### src/rtl/fpu_compare_unit_if.sv
// Request/result bundle between FPU_Core and fpu_compare_unit.
// The master drives the request; the slave (compare unit) returns status and condition codes.
interface fpu_compare_unit_if #(
    parameter int EXP_W  = 15,
    parameter int MANT_W = 64
);
    logic                  start;
    logic [1:0]            op;
    logic [EXP_W+MANT_W:0] operand_a;
    logic [EXP_W+MANT_W:0] operand_b;
    logic                  busy;
    logic                  done;
    logic                  cc_c3;
    logic                  cc_c2;
    logic                  cc_c1;
    logic                  cc_c0;
    logic                  invalid;

    modport master (
        output start, op, operand_a, operand_b,
        input  busy, done, cc_c3, cc_c2, cc_c1, cc_c0, invalid
    );

    modport slave (
        input  start, op, operand_a, operand_b,
        output busy, done, cc_c3, cc_c2, cc_c1, cc_c0, invalid
    );
endinterface

### src/rtl/fpu_compare_unit.sv
// Multi-cycle x87 compare/classify engine (FCOM, FUCOM, FTST, optional FXAM) producing C3..C0 and IE.
// FXAM classification is built only when FPU_COMPARE_FXAM_EN is defined.
module fpu_compare_unit #(
    parameter int EXP_W   = 15,
    parameter int MANT_W  = 64,
    parameter int CHUNK_W = 16
) (
    input  logic               i_clk,
    input  logic               i_reset,
    fpu_compare_unit_if.slave  bus
);
    localparam int N     = MANT_W / CHUNK_W;
    localparam int IDX_W = (N > 1) ? $clog2(N) : 1;

    localparam logic [1:0] OP_FUCOM = 2'b01;
    localparam logic [1:0] OP_FTST  = 2'b10;
    localparam logic [1:0] OP_FXAM  = 2'b11;

    // {C3, C2, C0}
    localparam logic [2:0] R_GT = 3'b000;
    localparam logic [2:0] R_LT = 3'b001;
    localparam logic [2:0] R_EQ = 3'b100;
    localparam logic [2:0] R_UN = 3'b111;

    typedef enum logic [1:0] {S_IDLE, S_CLASSIFY, S_MANT, S_DONE} state_t;

    typedef struct packed {
        logic zero;
        logic denorm;
        logic inf;
        logic nan;
        logic snan;
        logic uns;
    } cls_t;

    state_t              r_state, w_next;
    logic [1:0]          r_op;
    logic [IDX_W-1:0]    r_idx;
    logic                r_sa, r_sb;
    logic [EXP_W-1:0]    r_ea, r_eb;
    logic [MANT_W-1:0]   r_ma, r_mb;
    logic                r_c3, r_c2, r_c1, r_c0, r_inv;

    cls_t                w_ca, w_cb;
    logic [CHUNK_W-1:0]  w_ch_a, w_ch_b;
    logic                w_set;
    logic [2:0]          w_res;
    logic                w_res_c1;
    logic                w_res_inv;
    logic                w_unused;

    function automatic cls_t classify(input logic [EXP_W-1:0] e, input logic [MANT_W-1:0] m);
        cls_t c;
        logic e_zero, e_max, frac_nz;
        e_zero   = ~|e;
        e_max    = &e;
        frac_nz  = |m[MANT_W-2:0];
        c.zero   = e_zero & ~|m;
        c.denorm = e_zero & |m;
        c.inf    = e_max & m[MANT_W-1] & ~frac_nz;
        c.nan    = e_max & m[MANT_W-1] & frac_nz;
        c.snan   = c.nan & ~m[MANT_W-2];
        c.uns    = ~e_zero & ~m[MANT_W-1];
        return c;
    endfunction

    // Magnitude order, flipped when both operands are negative.
    function automatic logic [2:0] order(input logic a_gt, input logic both_neg);
        return (a_gt ^ both_neg) ? R_GT : R_LT;
    endfunction

    assign w_ca     = classify(r_ea, r_ma);
    assign w_cb     = classify(r_eb, r_mb);
    assign w_ch_a   = CHUNK_W'(r_ma >> (CHUNK_W * (N - 1 - int'(r_idx))));
    assign w_ch_b   = CHUNK_W'(r_mb >> (CHUNK_W * (N - 1 - int'(r_idx))));
    assign w_unused = ^{w_ca.inf, w_ca.denorm, w_cb.inf, w_cb.denorm};

    always_comb begin
        w_next    = r_state;
        w_set     = 1'b0;
        w_res     = R_UN;
        w_res_c1  = 1'b0;
        w_res_inv = 1'b0;
        unique case (r_state)
            S_IDLE: if (bus.start) w_next = S_CLASSIFY;
            S_CLASSIFY: begin
                w_next = S_DONE;
                w_set  = 1'b1;
                if (r_op == OP_FXAM) begin
`ifdef FPU_COMPARE_FXAM_EN
                    w_res_c1 = r_sa;
                    if (w_ca.uns)         w_res = 3'b000;
                    else if (w_ca.nan)    w_res = 3'b001;
                    else if (w_ca.inf)    w_res = 3'b011;
                    else if (w_ca.zero)   w_res = 3'b100;
                    else if (w_ca.denorm) w_res = 3'b110;
                    else                  w_res = 3'b010;
`else
                    w_res_inv = 1'b1;
`endif
                end else if (w_ca.nan | w_ca.uns | w_cb.nan | w_cb.uns) begin
                    w_res_inv = (r_op != OP_FUCOM) | w_ca.snan | w_ca.uns | w_cb.snan | w_cb.uns;
                end else if (w_ca.zero & w_cb.zero) begin
                    w_res = R_EQ;
                end else if (r_sa != r_sb) begin
                    w_res = r_sa ? R_LT : R_GT;
                end else if (r_ea != r_eb) begin
                    w_res = order(r_ea > r_eb, r_sa);
                end else begin
                    w_next = S_MANT;
                    w_set  = 1'b0;
                end
            end
            S_MANT: begin
                if (w_ch_a != w_ch_b) begin
                    w_next = S_DONE;
                    w_set  = 1'b1;
                    w_res  = order(w_ch_a > w_ch_b, r_sa);
                end else if (r_idx == IDX_W'(N - 1)) begin
                    w_next = S_DONE;
                    w_set  = 1'b1;
                    w_res  = R_EQ;
                end
            end
            S_DONE:  w_next = S_IDLE;
            default: w_next = S_IDLE;
        endcase
    end

    always_ff @(posedge i_clk or posedge i_reset) begin
        if (i_reset) begin
            r_state <= S_IDLE;
            r_op    <= '0;
            r_idx   <= '0;
            r_sa    <= 1'b0;
            r_sb    <= 1'b0;
            r_ea    <= '0;
            r_eb    <= '0;
            r_ma    <= '0;
            r_mb    <= '0;
            r_c3    <= 1'b0;
            r_c2    <= 1'b0;
            r_c1    <= 1'b0;
            r_c0    <= 1'b0;
            r_inv   <= 1'b0;
        end else begin
            r_state <= w_next;
            if (r_state == S_IDLE && bus.start) begin
                r_op               <= bus.op;
                r_idx              <= '0;
                {r_sa, r_ea, r_ma} <= bus.operand_a;
                // FTST compares against +0 regardless of operand_b.
                {r_sb, r_eb, r_mb} <= (bus.op == OP_FTST) ? '0 : bus.operand_b;
            end
            if (r_state == S_MANT) r_idx <= r_idx + 1'b1;
            if (w_set) begin
                r_c3  <= w_res[2];
                r_c2  <= w_res[1];
                r_c0  <= w_res[0];
                r_c1  <= w_res_c1;
                r_inv <= w_res_inv;
            end
        end
    end

    assign bus.busy    = (r_state != S_IDLE);
    assign bus.done    = (r_state == S_DONE);
    assign bus.cc_c3   = r_c3;
    assign bus.cc_c2   = r_c2;
    assign bus.cc_c1   = r_c1;
    assign bus.cc_c0   = r_c0;
    assign bus.invalid = r_inv;
endmodule

### src/flat_wrapper.sv
// flat-port wrapper written by rule: the top's interface ports become plain ports
module fpu_compare_unit_flat 
#(
    parameter int EXP_W   = 15,
    parameter int MANT_W  = 64,
    parameter int CHUNK_W = 16
)
  (i_clk, i_reset, bus_start, bus_op, bus_operand_a, bus_operand_b, bus_busy, bus_done, bus_cc_c3, bus_cc_c2, bus_cc_c1, bus_cc_c0, bus_invalid);
  fpu_compare_unit_if #(.EXP_W(EXP_W), .MANT_W(MANT_W)) bus_i ();
  input  logic i_clk;
  input  logic i_reset;
  input wire logic [$bits(bus_i.start)-1:0] bus_start;
  input wire logic [$bits(bus_i.op)-1:0] bus_op;
  input wire logic [$bits(bus_i.operand_a)-1:0] bus_operand_a;
  input wire logic [$bits(bus_i.operand_b)-1:0] bus_operand_b;
  output wire logic [$bits(bus_i.busy)-1:0] bus_busy;
  output wire logic [$bits(bus_i.done)-1:0] bus_done;
  output wire logic [$bits(bus_i.cc_c3)-1:0] bus_cc_c3;
  output wire logic [$bits(bus_i.cc_c2)-1:0] bus_cc_c2;
  output wire logic [$bits(bus_i.cc_c1)-1:0] bus_cc_c1;
  output wire logic [$bits(bus_i.cc_c0)-1:0] bus_cc_c0;
  output wire logic [$bits(bus_i.invalid)-1:0] bus_invalid;
  assign bus_i.start = bus_start;
  assign bus_i.op = bus_op;
  assign bus_i.operand_a = bus_operand_a;
  assign bus_i.operand_b = bus_operand_b;
  assign bus_busy = bus_i.busy;
  assign bus_done = bus_i.done;
  assign bus_cc_c3 = bus_i.cc_c3;
  assign bus_cc_c2 = bus_i.cc_c2;
  assign bus_cc_c1 = bus_i.cc_c1;
  assign bus_cc_c0 = bus_i.cc_c0;
  assign bus_invalid = bus_i.invalid;
  fpu_compare_unit #(.EXP_W(EXP_W), .MANT_W(MANT_W), .CHUNK_W(CHUNK_W)) u_core (.i_clk(i_clk), .i_reset(i_reset), .bus(bus_i));
endmodule
### config.mk
export PLATFORM = sky130hd
export DESIGN_NAME = fpu_compare_unit_flat
export DESIGN_NICKNAME = d
export VERILOG_FILES = /design/src/rtl/fpu_compare_unit_if.sv /design/src/rtl/fpu_compare_unit.sv /design/src/flat_wrapper.sv
export SDC_FILE = /design/constraint.sdc
export NUM_CORES = 1
export LEC_CHECK = 0
export CAP_MARGIN = 20
export CORE_MARGIN = 2
export CORE_UTILIZATION = 57
export DETAILED_ROUTE_END_ITERATION = 8
export DONT_BUFFER_PORTS = 1
export GPL_ROUTABILITY_DRIVEN = 0
export HOLD_SLACK_MARGIN = 0.06
export PLACE_DENSITY_LB_ADDON = 0.15
export SLEW_MARGIN = 20
export SYNTH_ARGS = -nofsm -noshare
export SYNTH_HDL_FRONTEND = slang
export SYNTH_SLANG_ARGS = --single-unit
### constraint.sdc
create_clock -name i_clk -period 6 [get_ports i_clk]
set_input_delay 0.9 -clock i_clk [delete_from_list [all_inputs] [get_ports i_clk]]
set_output_delay 0.9 -clock i_clk [all_outputs]
set_load 0.1 [all_outputs]
After elaboration in Yosys (flattened, before gate mapping)
Index checks and enable logic that the tools add are counted.
{"block": "totals", "elab_cells": 106, "register_bits": 170}
{"block": "op_classes", "mux": 34, "n_eq_ne": 12, "n_shift": 2, "n_reduce_logical": 17, "add_sub_neg": 2, "bitwise": 24, "order_cmp": 2}
{"operator": "$reduce_or A64 Y1", "count": 2}
{"operator": "$shr A64 B32 Y16", "count": 2}
{"operator": "$reduce_or A63 Y1", "count": 2}
{"operator": "$mux W80", "count": 1}
{"operator": "$reduce_and A15 Y1", "count": 2}
{"operator": "$reduce_or A15 Y1", "count": 2}
{"operator": "$mux W2", "count": 10}
{"operator": "$mux W3", "count": 6}
{"operator": "$gt A16 B16 Y1", "count": 1}
{"operator": "$ne A16 B16 Y1", "count": 1}
{"operator": "$gt A15 B15 Y1", "count": 1}
{"operator": "$ne A15 B15 Y1", "count": 1}
{"operator": "$mux W1", "count": 14}
{"operator": "$and A1 B1 Y1", "count": 11}
{"operator": "$eq A2 B2 Y1 const B", "count": 5}
{"operator": "$pmux W2 S4", "count": 1}
{"operator": "$or A1 B1 Y1", "count": 7}
{"operator": "$pmux W3 S2", "count": 1}
{"operator": "$logic_not A1 Y1", "count": 4}
{"operator": "$not A1 Y1", "count": 4}
{"operator": "$reduce_bool A2 Y1", "count": 2}
{"operator": "$ne A3 B1 Y1 const B", "count": 1}
{"operator": "$sub A2 B2 Y3 const A", "count": 1}
{"operator": "$add A2 B1 Y2 const B", "count": 1}
{"operator": "9 further kinds", "count": 10}

Logic depth before layout (Yosys ltp)
{"block": "depth", "word_depth": 11, "mapped_depth": 12, "ltp_nobuf": 10}

Worst setup path after synthesis
OpenSTA, ideal clock, no wires.
{"block": "synth_timing", "kind": "register -> register", "start": "register u_core.r_idx[0]", "end": "register u_core.r_inv (netlist: u_core.bus.invalid)", "synth_period_minus_slack_ns": 3.506, "arrival_ns": 3.371, "path_stages_with_launch": 12, "path_slack_ns": 2.494, "setup_ns": 0.135, "n_path_buf": 2, "required_time_ns": 5.865, "cell_sequence": "dfrtp_1 -> clkbuf_1 -> buf_1 -> mux4_2 -> ha_1 -> nand4_1 -> nor4_1 -> a21boi_0 -> nor2_1 -> a41oi_2 -> o211ai_1 -> o21ai_0"}
{"block": "synth_between", "elab_chain_len": 5, "elab_cells_between_ends": 8, "classes_between": "add/sub: 1; eq/ne: 2; shift: 2; mux: 3"}
{"element": "start: declaration", "line_no": "fpu_compare_unit.sv:38", "text": "logic [IDX_W-1:0] r_idx;"}
{"element": "start signal: assignment", "line_no": "fpu_compare_unit.sv:155", "text": "if (r_state == S_MANT) r_idx <= r_idx + 1'b1;"}
{"element": "$sub A2 B2 Y3", "line_no": "fpu_compare_unit.sv:74, fpu_compare_unit.sv:75"}
{"element": "$shr A64 B32 Y16 (on tied branches)", "line_no": "fpu_compare_unit.sv:74, fpu_compare_unit.sv:75"}
{"element": "$ne A16 B16 Y1", "line_no": "fpu_compare_unit.sv:115", "text": "if (w_ch_a != w_ch_b) begin"}
{"element": "$mux W1 *", "line_no": "fpu_compare_unit.sv:115"}
{"element": "$pmux W1 S2 *", "line_no": "fpu_compare_unit.sv:84", "text": "unique case (r_state)"}
{"element": "end signal: assignment", "line_no": "fpu_compare_unit.sv:161", "text": "r_inv <= w_res_inv;"}
{"element": "end: declaration", "line_no": "fpu_compare_unit.sv:42", "text": "logic r_c3, r_c2, r_c1, r_c0, r_inv;"}
Every way passes the cells marked *; elsewhere a longest branch is shown, timed or not.
A chain may end at the register's enable or synchronous reset.

Worst setup path in the final report
Ends and elaborated chain as after synthesis.

==> run metrics <==
# setup viols final=0; post-synth top area cell=dfrtp_1; Rows=44; worst-margin pin slew=1110 ps; CTS HTree Levels=4; Post-Syn Instances=637; fraction of final layout cells sized beyond drive strength 1=0.245; CP endpoint kind=flip-flop; Power Dens Cells=630 nW/um^2; Antenna diodes=0; vias post-DR=5,658; CTS Hold Bufs=0; WS Path Type=reg2reg; Critical Path RT=6300 ps; total track usage=0.272; Clk pwr share=0.196; vias in the first global route=5,831; Yosys top cell area share=0.510; TritonCTS clock tree=done; largest fanout on the critical path=35; Tcrit/Tclk final=0.612; Initial Util=0.578; Reg power frac=0.429; worst vdd ir=315 uV; hpwl dp=15,200 um; Root Driver=clkbuf_16; EDFF count, synth=0; Sw Pwr=2.18 mW; placed insts=790; Synth warnings=0; register area share after synthesis=0.510; Hold Slack=533 ps; DIE HEIGHT=125 um; number of nets in the layout=827; drt drc=0; drt wl/cell=25.1 um; Rel. slew slack=0.257; fraction of registers with async set/reset=1.00; status=finished, final reports clean; final setup TNS=0 ps; Seq cells post-synth=170; Skew-Pair Late Insertion Delay=440 ps; clk slew on worst S/H paths=60 ps; area grow syn2layout=9.39%; Post-Route Utilization=0.633; Cell Count, Final, Fillers Out=822; Post-CTS Setup Bufs=0; Synth area leaders=dfrtp_1, mux2_2, mux4_2, a22o_1, ha_1; Syn Nets=838; CP arrival=3970 ps; initial antenna violation count=0; count of final max-slew check failures=0; die width=125 um; CP startpoint kind=flip-flop; synth unique cells=45; CTS sink cnt=170; clock skew=11.6 ps; Int Pwr=3.57 mW; Fillers=1,091; Primary FF master, synth=dfrtp_1; final hold vios=0; Comb pwr share=0.375; port buffer count=0; Antenna Nets Post-Route=0; TritonCTS buffer count=17; average size of a mapped cell=13.1 sq um; die area=15,600 sq um; top cells by count, synth=dfrtp_1, mux2_2, a22o_1, inv_1, nor4_1; Leakage=3.90 nW; RSZ-0062 raised after global routing=false; max cap viols=0; Max Clock Freq=0.272 GHz; WL final=20,700 um; min cycle time layout=3670 ps; Pre-antenna DRT Iters=5; core area=14,400 sq um; largest net degree at the start of global routing=109; Resize count post-CTS=0; DRT iter0 DRCs=474; buffer depth of the longest clock path=2; Synth Cell Area=8340 sq um; total gr overflow=0; drt via density=6.88; I/O Pins=172; Net Sw Frac=0.379; most common cell in the netlist=dfrtp_1; first-pass GRT wire length=32,600 um; Hold WC Path Type=reg2reg
cells by family after synthesis:
| family | Yosys count | synth area share |
|---|---|---|
| adder cells (fa/ha/maj) | 36 | 0.0540 |
| other | 1 | 0.000450 |
| AO/OA/AOI/OAI | 129 | 0.125 |
| flip-flops | 170 | 0.510 |
| multiplexers | 114 | 0.197 |
| buffers and inverters | 79 | 0.0361 |
| AND/OR/NAND/NOR | 108 | 0.0774 |
per-layer routing:
metal / part of all wire / global-route usage / vias to the layer above
met4: 0.026 / 0.105 / 0
met3: 0.094 / 0.0954 / 54
li1: - / - / 2447
met2: 0.48 / 0.432 / 262
met1: 0.39 / 0.347 / 2895
met5: 0 / 0 / -
path summary, 6_finish.rpt:
| path | start | end | slack, ps | cells past startpoint |
|---|---|---|---|---|
| max reg2reg | u_core.r_idx[0] | u_core.bus.invalid | 2330 | 9 |
| min in group asynchronous | i_reset | u_core.r_ma[43] | 550 | 1 |
| max | u_core.r_idx[0] | u_core.bus.invalid | 2330 | 9 |
| min | u_core.r_mb[19] | u_core.r_mb[19] | 530 | 1 |
| max in group asynchronous | i_reset | u_core.r_idx[0] | 4030 | 2 |
| min reg2reg | u_core.r_mb[19] | u_core.r_mb[19] | 530 | 1 |
critical path, cell delays in order, from the launching register on:
cell	delay (ps)
dfrtp_4	830
mux4_2	600
ha_1	320
nand4_1	140
nor4_1	670
a21boi_0	250
nor2_1	190
a41oi_2	240
o211ai_1	170
o21ai_0	110
layout make-up:
class	instances	area [sq um]	share of cell area
Clock buffer	22	464	0.0509
Tap cell	184	230	0.0252
Timing Repair Buffer	5	57.6	0.00631
Sequential cell	170	4260	0.467
Clock inverter	9	140	0.0154
Multi-Input combinational cell	388	3800	0.417
Inverter	44	170	0.0186
cell usage in the layout (no fill, tap or decap), drive strengths merged, types with 9 or more instances in the layout:
master,synthesis,final
a21oi,13,13
a22o,80,80
clkbuf,31,22
dfrtp,170,170
ha,36,36
inv,44,45
mux2,81,81
mux4,32,32
nand2,15,15
nand4,23,23
nor4,42,42
o21ai,9,9
power by group through the flow:
stage | Sequential, mW | Combinational, mW | Clock, mW
detailed placement | 2.46 | 2.13 | 0
global route | 2.53 | 2.38 | 1.19
floorplan | 2.11 | 1.85 | 0
CTS | 2.45 | 2.15 | 1.14
global placement | 2.45 | 2.01 | 0
finish | 2.47 | 2.15 | 1.13
metrics by stage:
stage | worst slack [ps] | area, sq um | total power, mW
floorplan | 497 | 8340 | 3.96
detailed placement | 2110 | 8490 | 4.59
global route | 2060 | 9130 | 6.10
CTS | 2100 | 9090 | 5.73
finish | 2330 | 9130 | 5.75
global placement | 2300 | 8490 | 4.46
flip-flops by register name, indices dropped and copies added (netlist names):
register / count
u_core.bus.cc_c0: 1
u_core.bus.cc_c2: 1
u_core.r_op: 2
u_core.r_eb: 15
u_core.r_sb: 1
u_core.r_mb: 64
u_core.r_idx: 2
u_core.r_state: 2
u_core.r_ma: 64
u_core.r_sa: 1
u_core.bus.cc_c3: 1
u_core.r_ea: 15
u_core.bus.invalid: 1
No activity file was read; power rests on OpenSTA's default activity.
